**config.mk**
```make
export PLATFORM = sky130hd
export DESIGN_NAME = ntt_sequencer
export DESIGN_NICKNAME = d
export VERILOG_FILES = /design/src/rtl/ntt_sequencer.sv
export SDC_FILE = /design/constraint.sdc
export NUM_CORES = 1
export LEC_CHECK = 0
export ABC_AREA = 1
export CORE_MARGIN = 2
export CORE_UTILIZATION = 30
export DETAILED_ROUTE_END_ITERATION = 8
export GPL_ROUTABILITY_DRIVEN = 0
export PLACE_DENSITY_LB_ADDON = 0.1
export SLEW_MARGIN = 20
export SYNTH_ARGS = -nofsm -noshare
export SYNTH_HDL_FRONTEND = slang
export SYNTH_SLANG_ARGS = --single-unit
```
**constraint.sdc**
```tcl
create_clock -name clk -period 2.48 [get_ports clk]
set_input_delay 0.744 -clock clk [delete_from_list [all_inputs] [get_ports clk]]
set_output_delay 0.744 -clock clk [all_outputs]
set_load 0.1 [all_outputs]
```
**src/rtl/ntt_sequencer.sv**
```systemverilog
// Address/twiddle sequencer driving one butterfly_core over a 256-entry polynomial RAM (NTT / INVNTT).
// Optional MULT pass (op 2) is built only when NTT_SEQ_MULT_EN is defined.
module ntt_sequencer #(
  parameter int RD_LATENCY = 1,
  parameter int BU_LATENCY = 3
) (
  input  logic       clk,
  input  logic       rst,
  input  logic       start,
  input  logic [1:0] op,
  output logic       busy,
  output logic       done,
  output logic [1:0] bu_mode,
  output logic       rd_en,
  output logic [7:0] rd_addr_a,
  output logic [7:0] rd_addr_b,
  output logic [6:0] tw_idx,
  output logic       tw_neg,
  output logic       wr_en,
  output logic [7:0] wr_addr_a,
  output logic [7:0] wr_addr_b
);
  localparam int D   = RD_LATENCY + BU_LATENCY;
  localparam int DCW = $clog2(D + 1);

  typedef enum logic [1:0] {S_IDLE, S_ISSUE, S_DRAIN, S_DONE} state_t;

  state_t         state_q, state_d;
  logic [1:0]     op_q, op_d;
  logic [6:0]     pair_q, pair_d;
  logic [2:0]     layer_q, layer_d;
  logic [6:0]     k_q, k_d;
  logic [DCW-1:0] drain_q, drain_d;
  logic [16:0]    dl_q [D];
  logic [16:0]    dl_d [D];

  logic       start_ok, is_inv, is_mult, last_layer, last_pair, grp_end;
  logic [7:0] len, mask, p8, j;
  logic [7:0] sel_a, sel_b;
  logic [6:0] sel_tw;
  logic       sel_neg;

  assign is_inv = (op_q == 2'd1);

`ifdef NTT_SEQ_MULT_EN
  assign start_ok = start && (op != 2'd3);
  assign is_mult  = (op_q == 2'd2);
`else
  assign start_ok = start && (op[1] == 1'b0);
  assign is_mult  = 1'b0;
`endif

  // Pair index p splits into (group, offset); j inserts a zero bit at position log2(len).
  always_comb begin
    len        = is_inv ? (8'd2 << layer_q) : (8'd128 >> layer_q);
    mask       = len - 8'd1;
    p8         = {1'b0, pair_q};
    j          = ((p8 & ~mask) << 1) | (p8 & mask);
    grp_end    = ((p8 & mask) == mask);
    last_pair  = (pair_q == 7'd127);
    last_layer = is_mult || (layer_q == 3'd6);
    sel_a      = j;
    sel_b      = j | len;
    sel_tw     = k_q;
    sel_neg    = 1'b0;
`ifdef NTT_SEQ_MULT_EN
    if (is_mult) begin
      sel_a   = {pair_q, 1'b0};
      sel_b   = {pair_q, 1'b1};
      sel_tw  = {1'b1, pair_q[6:1]};
      sel_neg = pair_q[0];
    end
`endif
  end

  always_comb begin
    state_d = state_q;
    op_d    = op_q;
    pair_d  = pair_q;
    layer_d = layer_q;
    k_d     = k_q;
    drain_d = drain_q;
    case (state_q)
      S_IDLE: begin
        if (start_ok) begin
          state_d = S_ISSUE;
          op_d    = op;
          pair_d  = 7'd0;
          layer_d = 3'd0;
          k_d     = (op == 2'd1) ? 7'd127 : 7'd1;
        end
      end
      S_ISSUE: begin
        pair_d = pair_q + 7'd1;
        // k stays put after the final group so it never wraps inside a run.
        if (grp_end && !(last_layer && last_pair))
          k_d = is_inv ? (k_q - 7'd1) : (k_q + 7'd1);
        if (last_pair) begin
          state_d = S_DRAIN;
          drain_d = '0;
        end
      end
      S_DRAIN: begin
        drain_d = drain_q + 1'b1;
        if (drain_q == DCW'(D - 1)) begin
          if (last_layer) begin
            state_d = S_DONE;
          end else begin
            state_d = S_ISSUE;
            layer_d = layer_q + 3'd1;
          end
        end
      end
      default: state_d = S_IDLE;
    endcase
  end

  assign busy      = (state_q != S_IDLE);
  assign done      = (state_q == S_DONE);
  assign bu_mode   = op_q;
  assign rd_en     = (state_q == S_ISSUE);
  assign rd_addr_a = rd_en ? sel_a   : 8'd0;
  assign rd_addr_b = rd_en ? sel_b   : 8'd0;
  assign tw_idx    = rd_en ? sel_tw  : 7'd0;
  assign tw_neg    = rd_en ? sel_neg : 1'b0;

  always_comb begin
    dl_d[0] = {rd_en, rd_addr_a, rd_addr_b};
    for (int i = 1; i < D; i++) dl_d[i] = dl_q[i-1];
  end

  assign {wr_en, wr_addr_a, wr_addr_b} = dl_q[D-1];

  always_ff @(posedge clk) begin
    if (rst) begin
      state_q <= S_IDLE;
      op_q    <= 2'd0;
      pair_q  <= 7'd0;
      layer_q <= 3'd0;
      k_q     <= 7'd0;
      drain_q <= '0;
      for (int i = 0; i < D; i++) dl_q[i] <= '0;
    end else begin
      state_q <= state_d;
      op_q    <= op_d;
      pair_q  <= pair_d;
      layer_q <= layer_d;
      k_q     <= k_d;
      drain_q <= drain_d;
      for (int i = 0; i < D; i++) dl_q[i] <= dl_d[i];
    end
  end
endmodule

```
# Word level (Yosys, flattened, before mapping)
# Memory sizes are Yosys's and may differ from the RTL's.
# Index checks and enable logic that the tools add are counted.
# W data, S select, Z words.
word_totals:
  register_bits: 24
  ram_bits: 68
  input_bits: 5
  out_inout_bits: 46
  wordCells: 83
  mem_count: 1
classes:
  n_addsub: 6
  n_eq_ne: 14
  shift: 2
  muxes: 29
  n_bitwise: 10
  n_reduce_logical: 15
mem_list:
  columns: ["name", "depth", "width", "read_ports", "rd_ports_with_merged_regs", "wr", "line", "text"]
  rows:
  - ["dl_q", 4, 17, 4, 0, 4, "34", "logic [16:0] dl_q [D];"]
op_table:
  columns: ["cell", "n"]
  rows:
  - ["$mux W17", 4]
  - ["$mux W7", 6]
  - ["$pmux W7 S2", 2]
  - ["$mux W8", 3]
  - ["$or A8 B8 Y8", 2]
  - ["$add A7 B1 Y7 const B", 2]
  - ["$mux W3", 4]
  - ["$pmux W3 S2", 2]
  - ["$and A7 B8 Y8", 1]
  - ["$eq A8 B8 Y1", 1]
  - ["$mux W2", 4]
  - ["$reduce_bool A2 Y1", 4]
  - ["$shl A2 B3 Y8 const A", 1]
  - ["$shr A8 B3 Y8 const A", 1]
  - ["$sub A8 B1 Y8 const B", 1]
  - ["$and A7 B7 Y7", 1]
  - ["$eq A7 B7 Y1 const B", 1]
  - ["$not A7 Y7", 1]
  - ["$sub A7 B1 Y7 const B", 1]
  - ["$add A3 B1 Y3 const B", 2]
  - ["$eq A2 B1 Y1 const B", 3]
  - ["$ne A2 B2 Y1 const B", 3]
  - ["$pmux W2 S3", 1]
  - ["$reduce_and A2 Y1", 3]
  - ["other kinds (12)", 22]

# Logic depth before layout (Yosys ltp)
# Gate-level depths: netlist (run 1).
depth:
  depth_word: 9
  depth_mapped: 20
  ltp_nobuf: 19

# Worst setup path after synthesis (run 1)
# OpenSTA, ideal clock, no wires.
synth_path:
  kind: "flip-flop to output port"
  startpoint: "register op_q[0] (netlist: bu_mode[0])"
  endpoint: "output rd_addr_a[6]"
  arrival_ps: 2742
  t_required_ps: 1736
  setup_slack_ps: -1006
  path_stages_with_launch: 15
  path_buffers: 1
  path_cell_list: "dfxtp_1 -> inv_1 -> nor2_4 -> nand2_1 -> nand2_1 -> ha_1 -> nand2_1 -> nor2_2 -> nand2_1 -> nand2_1 -> nand2_1 -> o21ai_0 -> inv_1 -> nor2_1 -> buf_4"
synth_rtl:
  columns: ["element", "line", "text"]
  rows:
  - ["start: declaration", "29", "logic [1:0] op_q, op_d;"]
  - ["start signal: assignment", "145", "op_q <= op_d;"]
  - ["end: declaration", "15", "output logic [7:0] rd_addr_a,"]

# Worst setup path in the final report (run 1)
layout_path:
  startpoint: "register layer_q[0]"
  endpoint: "output rd_addr_b[6]"
layout_between:
  elab_chain_cells: 8
  elab_cells_between_ends: 10
  cone_classes: "add/sub (1); shift (2); mux (2); bitwise (5)"
layout_rtl:
  columns: ["element", "line", "text"]
  rows:
  - ["start: declaration", "31", "logic [2:0] layer_q, layer_d;"]
  - ["start signal: assignment", "147", "layer_q <= layer_d;"]
  - ["$shr A8 B3 Y8 or $shl A2 B3 Y8 (tied branches)", "55", "len = is_inv ? (8'd2 << layer_q) : (8'd128 >> layer_q);"]
  - ["$mux W8 *", "55", null]
  - ["$sub A8 B1 Y8", "56", "mask = len - 8'd1;"]
  - ["$not A7 Y7", "58", "j = ((p8 & ~mask) << 1) | (p8 & mask);"]
  - ["$and A7 B7 Y7", "58", null]
  - ["$or A8 B8 Y8", "58", null]
  - ["$or A8 B8 Y8 *", "63", "sel_b = j | len;"]
  - ["$mux W8 *", "123", "assign rd_addr_b = rd_en ? sel_b : 8'd0;"]
  - ["end: declaration", "16", "output logic [7:0] rd_addr_b,"]
# Every way passes the cells marked *; elsewhere a longest branch is shown, timed or not.

==> results.cfg, run 1 <==
[timing]
finalMaxSlewViolations = 0
slew_headroom_pct = 67.3
fin_crit_sh_pct = 126
fin_ws_ns = -0.635
finalClockSkew_ns = 0.00590
tightest_slew_ns = 0.487
finalCriticalPeriod_ns = 3.11
report.final.hold_viol_count = 0
setup_violations = 15
finalSetupTns_ns = -6.81
fmax_ghz = 0.321
rsz0062_at_grt = yes

[final_layout]
fin_area_sq_um = 6190
diodes = 0
synthToLayoutAreaGrowth_pct = 50.9
drive_gt1_share_pct = 37.6
nets = 695
nFillCells = 1331

[routing]
drt_iter0_markers = 142
wl_per_cell_microns = 11.3
first_pass_iters = 4
drc = 0
num_vias = 3522
wirelength_mm = 9.62
drtAntennaViolNets = 0
viasPerCell = 4.12

[setup_path]
critPathLaunchType = flip-flop
cp_max_fo = 4
reg2reg_from = layer_q[0]
r2r_slack_ns = 0.16
reg2regPathDepth = 19
crit_arrival_ns = 2.37
crit_required_ns = 1.74
path_class = flip-flop to output port
r2r-end = k_q[6]
crit_path_end_kind = output port

[global_route]
grt_max_degree = 48
grt_pass1_wl_mm = 15.6
antenna_found_initial = 0
overflow = 0
first_global_vias = 3280
grt_usage_pct = 13.7

[synthesis]
synth.most_common_cell = inv_1
avgSynthCellArea_sq_um = 7.17
syn_nets = 593
synth_top_area_share_pct = 44.9
synth_seq_area_share_pct = 44.9
async_reset_ff_share_pct = 0
synthCells = 572
yosys-top-cells-area = dfxtp_1 (45%), inv_1 (11%), nand2_1 (9.8%), nor2_1 (9.4%), ha_1 (4.6%)
synthFlopType = dfxtp_1
syn-cell-area_sq_um = 4100
synth_edf_count = 0
synthTopCellsByCount = inv_1 (118), nand2_1 (107), nor2_1 (103)
yosys_register_bits = 92
yosys_warnings = 0
ys_types = 37
yosysTopAreaCell = dfxtp_1

[placed_design]
place_area_sq_um = 5220
dp_hpwl_mm = 6.67
io_buffers = 49

[die]
initial_core_util_pct = 30.9
die_w_microns = 121
die_area_sq_um = 14600
coreArea_sq_um = 13300
die_h_microns = 121
row_count = 42
num_io_pins = 51

[pwr]
leakagePower_uw = 0.00275
vdd_drop_max_mv = 0.320
powerDensity_nw_per_um2 = 662

[clock_network]
cts_buffer_depth = 2
clk_latency_ns = 0.35
cts_buffers = 9
cts-root-buf = clkbuf_16
cts_max_level = 3
cts_tree = yes
path_clk_slew_ns = 0.07
cts_hold_buffers = 0
clock_sinks = 92

[worst_hold_path]
min_path_type = flip-flop to flip-flop
hold_depth = 2
hold_path_end = dl_q[2][8]
hp-start = dl_q[1][8]

[run_status]
status = finished with violations
violations = negative setup slack

[run]
drv_cap = 0
worst max-delay path by stage:
stage	from	endpoint	slack, ns	cells after the start
after floorplan	bu_mode[0]	rd_addr_a[6]	-0.33	14
after detailed placement	layer_q[0]	rd_addr_a[6]	-0.56	15
final	layer_q[0]	rd_addr_b[6]	-0.63	14
after CTS	layer_q[1]	rd_addr_b[6]	-0.68	14
after global placement	layer_q[0]	rd_addr_a[6]	-0.51	15
after global routing	layer_q[0]	rd_addr_b[6]	-0.75	15
kinds of logic after synthesis:
group	Yosys count	share of synthesized area [%]
AO/OA/AOI/OAI	51	7.11
XOR/XNOR	1	0.214
adder cells (fa/ha/maj)	16	5.06
buffers and inverters	152	15.9
flip-flops	92	44.9
multiplexers	1	0.244
other	1	0.0914
AND/OR/NAND/NOR	258	26.4
flip-flops by register name, indices dropped and copies added (netlist names):
register	count
layer_q	3
state_q	2
drain_q	3
dl_q	68
bu_mode	2
pair_q	7
k_q	7
critical path, stage by stage (launching register included):
cell	delay (ns)
dfxtp_4	0.40
inv_4	0.06
ha_4	0.17
nand2_4	0.07
inv_2	0.05
nand2_2	0.07
nand3_4	0.07
nor2_4	0.12
nand3_2	0.10
and2_4	0.15
or2_4	0.23
o211ai_1	0.12
nand2_1	0.14
inv_2	0.10
buf_12	0.17
report_power, final:
| group | switching, uW | internal, uW |
|---|---|---|
| logic | 697 | 393 |
| registers | 42.9 | 1520 |
| clock network | 638 | 801 |
cell type report:
cell class	count	area (sq um)	share of cell area, %
clock inverters	7	85.1	1.37
multi-input cells	329	2070	33.4
clock buffers	9	225	3.64
inverters	120	468	7.56
well taps	176	220	3.56
repair buffers	122	1260	20.4
flip-flops and latches	92	1860	30.0
what timing repair did:
item	4_1_cts	5_1_grt
setup buffers	11	15
cloned	0	1
setup endpoints to repair	16	30
pin swaps	19	35
gates resized for setup	77	55
metal layers:
metal	wire length (microns)	vias to the layer above	GRT usage, %
li1	-	1897	-
met1	4280	1551	16.2
met2	4740	58	23.0
met3	389	16	3.62
met4	216	0	6.18
met5	0	-	0
per-stage QoR:
stage          power, uW  utilization (%)  worst slack (ns)  hold WS, ns  instances
6_report            4100             46.6            -0.635        0.400        855
4_1_cts             4040             44.2            -0.682        0.402        840
3_5_place_dp        2530             39.3            -0.559        0.393        814
3_3_place_gp        2520             39.3            -0.505        0.389        814
5_1_grt             4310             46.6            -0.749        0.415        855
2_1_floorplan       2250                -            -0.329        0.388        572
layout by cell type (no fill, tap or decap), types with 9 or more instances in the layout:
cell	synthesis	routed
inv_1	118	96
nor2_1	103	90
dfxtp_1	92	86
buf_4	18	86
nand2_1	107	76
nand2_2	7	26
buf_12	0	25
inv_2	1	16
a21oi_1	18	16
nand2_4	2	14
nand3_1	21	14
o21ai_0	19	13
nor2_2	5	11
nor2_4	2	9
clkbuf_16	0	9
Note: power is estimated with default switching activity, not from simulation.
==> inputs of run 2 (changes only) <==
- CAP_MARGIN: default -> 20
- MAX_ROUTING_LAYER: default -> met4
==> run 2 against run 1 <==
Effect of this change:
- via count about the same
- non-clock buffer count unchanged
- critical path type unchanged
- the flow still finishes with violations (negative setup slack)
- clock skew about the same
- wire length decreased by 0.23%
- combinational power about the same
- global-route usage increased by 0.38 points
- power about the same
- core utilization unchanged
==> results.cfg, run 2 (same netlist as run 1, synthesis figures left out) <==
[setup_path]
reg2reg_from = layer_q[0]
crit_start = layer_q[0]
crit_path_end_kind = output port
slowest_stage = dfxtp_4
crit_chain = inv_4 -> ha_4 -> nand2_4 -> inv_2 -> nand2_2 -> nand3_4 -> nor2_4 -> nand3_2 -> and2_4 -> or2_4 -> o211ai_1 -> nand2_1 -> inv_2 -> buf_12
crit_end = rd_addr_b[6]
path_class = flip-flop to output port
cp.depth = 14
cpMostUsedCell = inv_2
crit_buf_inv = 4
cp_max_fo = 4
critPathMaxStageDelay_ns = 0.40
reg2regPathDepth = 19
crit_arrival_ns = 2.37
r2r-end = k_q[6]
r2r_slack_ns = 0.16
critPathLaunchType = flip-flop
critPathTopFamily = simple AND/OR/NAND/NOR gates
crit_required_ns = 1.74

[pwr]
p_comb_share_pct = 26.6
vdd_drop_max_mv = 0.320
p_clk_share_pct = 35.2
swShare_pct = 33.6
leakagePower_uw = 0.00275
power.internal_uw = 2720
power.net_switching_uw = 1380
seqPwrFrac_pct = 38.2
power_uw = 4100
powerDensity_nw_per_um2 = 662

[routing]
wirelength_mm = 9.60
drt_iter0_markers = 138
viasPerCell = 4.12
num_vias = 3521
first_pass_iters = 4
drc = 0
drtAntennaViolNets = 0
wl_per_cell_microns = 11.2

[clock_network]
path_clk_slew_ns = 0.07
cts_max_level = 3
cts_buffers = 9
cts_buffer_depth = 2
clk_latency_ns = 0.35
cts-root-buf = clkbuf_16
clock_sinks = 92
cts_tree = yes
cts_hold_buffers = 0

[placed_design]
dp_cells = 814
io_buffers = 49
dp_hpwl_mm = 6.67

[worst_hold_path]
min_path_type = flip-flop to flip-flop

[timing]
rsz0062_at_grt = yes
slew_headroom_pct = 65.7
setup_violations = 15
tightest_slew_ns = 0.510
report.final.hold_viol_count = 0
finalClockSkew_ns = 0.00620
finalMaxSlewViolations = 0
fin_crit_sh_pct = 126
fmax_ghz = 0.321
fin_ws_ns = -0.639
finalCriticalPeriod_ns = 3.12

[final_layout]
largest_register_ffs = 68
instances_no_fill = 855
layout_commonest_cell = inv_1
drive_gt1_share_pct = 37.6
reg_top3 = dl_q (68), k_q (7), pair_q (7)
diodes = 0
nets = 695
top_register = dl_q
final_core_util_pct = 46.6
synthToLayoutAreaGrowth_pct = 50.9
layout_common_cells = inv_1 (96), nor2_1 (90), dfxtp_1 (86), buf_4 (86), nand2_1 (76)

[global_route]
grt_use_met3_pct = 3.57
grt_max_degree = 48
grt_pass1_wl_mm = 15.6
met2_usage_pct = 23.0
globalRouteMet1Util_pct = 16.3
overflow = 0
antenna_found_initial = 0
grt.busiest_layer = met2
grt_usage_pct = 14.0
first_global_vias = 3280

[run]
drv_cap = 0

[die]
num_io_pins = 51
die_area_sq_um = 14600
die_w_microns = 121
initial_core_util_pct = 30.9
row_count = 42
coreArea_sq_um = 13300
die_h_microns = 121

[run_status]
violations = negative setup slack
status = finished with violations
-- run 2: cell counts in the layout (fill, tap and decap cells not counted) --
No cell type changed its count.
-- run 2: final cells by class --
| cell class | count | area (sq um) |
|---|---|---|
| Clock buffer | 9 | 225 |
| Clock inverter | 7 | 85.1 |
| Fill cell | 1331 | 7100 |
| Inverter | 120 | 468 |
| Multi-Input combinational cell | 329 | 2070 |
| Sequential cell | 92 | 1860 |
| Tap cell | 176 | 220 |
| Timing Repair Buffer | 122 | 1260 |
-- run 2: worst min-delay path by stage --
| stage | start | end | slack (ns) | cells past startpoint |
|---|---|---|---|---|
| 2_1_floorplan | dl_q[0][0] | dl_q[1][0] | 0.39 | 2 |
| 3_3_place_gp | dl_q[1][16] | dl_q[2][16] | 0.39 | 2 |
| 5_1_grt | dl_q[0][16] | dl_q[1][16] | 0.41 | 2 |
| 3_5_place_dp | dl_q[0][9] | dl_q[1][9] | 0.39 | 2 |
| 6_report | dl_q[2][15] | dl_q[3][15] | 0.40 | 2 |
| 4_1_cts | dl_q[0][9] | dl_q[1][9] | 0.40 | 2 |
-- run 2: worst min-delay path, cell delays in order (launching register included) --
cell and delay [ns]:
dfxtp_1 0.30, inv_1 0.04, nor2_1 0.03
-- run 2: through the flow --
stage               hold WS, ns  instance area, sq um  setup WS [ns]  TNS (ns)
floorplan                 0.388                  4310         -0.329     -3.46
global placement          0.389                  5220         -0.505     -3.61
detailed placement        0.393                  5220         -0.559     -4.23
CTS                       0.402                  5880         -0.682     -6.99
global route              0.415                  6190         -0.749     -8.61
finish                    0.400                  6190         -0.639     -6.82
-- run 2: power groups by stage --
stage	Clock (uW)	Sequential, uW	Combinational, uW
final	1440	1570	1090
after global routing	1560	1570	1180
after CTS	1490	1560	994
after detailed placement	0	1590	932
after global placement	0	1590	922
after floorplan	0	1610	642
-- run 2: per-layer routing --
metal | vias up | share of wire (%)
li1 | 1896 | -
met1 | 1551 | 44
met2 | 57 | 50
met3 | 17 | 4.1
met4 | 0 | 2.2
met5 | - | 0
-- run 2: repair_timing --
action                                  4_1_cts  5_1_grt
setup buffers                                11       15
pin swaps                                    19       35
endpoints found under the setup margin       16       30
gates resized for setup                      77       55
gates cloned                                  0        1
==> inputs of run 3 (changes only) <==
- HOLD_SLACK_MARGIN: default -> 0.02
- RECOVER_POWER: default -> 50
==> run 3 against run 2 <==
Effect of this change:
- the flow still finishes with violations (negative setup slack)
- critical path depth stayed put
- worst hold slack hardly changed
- setup slack better by 0.0047 ns
- clock skew is 0.00078 ns lower
- combinational power hardly changed
- flip-flop and latch count stayed put
- register-to-register slack hardly changed
- die area stayed put
- non-clock buffer count stayed put
- largest power group unchanged
==> results.cfg, run 3 (same netlist as run 1, synthesis figures left out) <==
[global_route]
grt_max_degree = 48
antenna_found_initial = 0
grt_usage_pct = 14.0
first_global_vias = 3280
grt_pass1_wl_mm = 15.6
overflow = 0

[final_layout]
top_register = dl_q
drive_gt1_share_pct = 37.1
nFillCells = 1333
layout_common_cells = inv_1 (96), nor2_1 (90), dfxtp_1 (86)
largest_register_ffs = 68
diodes = 0
reg_top3 = dl_q (68), k_q (7), pair_q (7)
synthToLayoutAreaGrowth_pct = 50.5
instances_no_fill = 855
layout_commonest_cell = inv_1
nets = 695

[setup_path]
crit_arrival_ns = 2.37
crit_required_ns = 1.74
crit_path_end_kind = output port
cp_max_fo = 4
path_class = flip-flop to output port
critPathLaunchType = flip-flop

[routing]
drt_iter0_markers = 140
wirelength_mm = 9.63
first_pass_iters = 4
drc = 0
num_vias = 3524
drtAntennaViolNets = 0
viasPerCell = 4.12
wl_per_cell_microns = 11.3

[timing]
tightest_slew_ns = 1.18
report.final.hold_viol_count = 0
fin_ws_ns = -0.634
fin_crit_sh_pct = 126
finalMaxSlewViolations = 0
finalCriticalPeriod_ns = 3.11
rsz0062_at_grt = yes
slew_headroom_pct = 21.5
fmax_ghz = 0.321
setup_violations = 15
finalClockSkew_ns = 0.00542

[run_status]
status = finished with violations
violations = negative setup slack

[die]
coreArea_sq_um = 13300
die_area_sq_um = 14600
initial_core_util_pct = 30.9
row_count = 42
num_io_pins = 51
die_w_microns = 121
die_h_microns = 121

[clock_network]
clk_latency_ns = 0.35
clock_sinks = 92
cts_max_level = 3
cts_buffer_depth = 2
cts-root-buf = clkbuf_16
path_clk_slew_ns = 0.07
cts_tree = yes
cts_buffers = 9
cts_hold_buffers = 0

[placed_design]
io_buffers = 49
dp_cells = 814
dp_hpwl_mm = 6.67

[pwr]
p_comb_share_pct = 26.6
vdd_drop_max_mv = 0.315
powerDensity_nw_per_um2 = 663
p_clk_share_pct = 35.2
power.net_switching_uw = 1380
power.internal_uw = 2710
swShare_pct = 33.7
leakagePower_uw = 0.00274
seqPwrFrac_pct = 38.3
power_uw = 4100

[run]
drv_cap = 0

[worst_hold_path]
min_path_type = flip-flop to flip-flop
-- run 3: routing by layer --
| layer | GRT usage [%] | vias to the layer above | wire (microns) |
|---|---|---|---|
| met5 | - | - | 0 |
| met4 | 6.18 | 0 | 214 |
| met3 | 3.57 | 16 | 402 |
| met2 | 23.0 | 66 | 4740 |
| met1 | 16.3 | 1542 | 4270 |
| li1 | - | 1900 | - |
-- run 3: timing repair --
item                                    in CTS  in global routing
endpoints found under the setup margin      16                 30
cloned                                       0                  1
hold endpoints to repair                     0                  0
buffers inserted                            11                 15
pin swaps                                   19                 35
resized for setup                           77                 55
-- run 3: power by group through the flow --
stage	clock [uW]	combinational (uW)	sequential, uW
after floorplan	0	642	1610
after global placement	0	922	1590
after detailed placement	0	932	1590
after CTS	1490	994	1560
after global routing	1560	1180	1570
final	1440	1090	1570
-- run 3: through the flow --
step | utilization, % | cell area, sq um | setup TNS (ns) | hold WS (ns) | worst slack [ns]
floorplan | - | 4310 | -3.46 | 0.388 | -0.329
global placement | 39.3 | 5220 | -3.61 | 0.389 | -0.505
detailed placement | 39.3 | 5220 | -4.23 | 0.393 | -0.559
CTS | 44.2 | 5880 | -6.99 | 0.402 | -0.682
global route | 46.4 | 6170 | -8.61 | 0.415 | -0.749
finish | 46.4 | 6170 | -6.82 | 0.400 | -0.634
-- run 3: critical path, cell delays in order (launching register included) --
cell and delay [ns]:
dfxtp_4 0.40, inv_4 0.06, ha_4 0.17, nand2_4 0.07, inv_2 0.05, nand2_2 0.07
nand3_4 0.07, nor2_4 0.12, nand3_2 0.10, and2_4 0.15, or2_4 0.23, o211ai_1 0.12
nand2_1 0.14, inv_2 0.10, buf_12 0.17
-- run 3: worst paths after layout --
| path | startpoint | end | slack (ns) | cells past startpoint |
|---|---|---|---|---|
| setup / recovery | layer_q[0] | rd_addr_b[6] | -0.63 | 14 |
| hold / removal | dl_q[2][15] | dl_q[3][15] | 0.40 | 2 |
| setup reg to reg | layer_q[0] | k_q[6] | 0.15 | 19 |
| hold reg to reg | dl_q[2][15] | dl_q[3][15] | 0.40 | 2 |
-- run 3: layout make-up --
type                    instances  area [sq um]  share of cell area, %
multi-input cells             329          2070                   33.5
flip-flops and latches         92          1860                   30.1
repair buffers                122          1250                   20.2
inverters                     120           468                   7.58
clock buffers                   9           225                   3.65
well taps                     176           220                   3.57
clock inverters                 7          85.1                   1.38
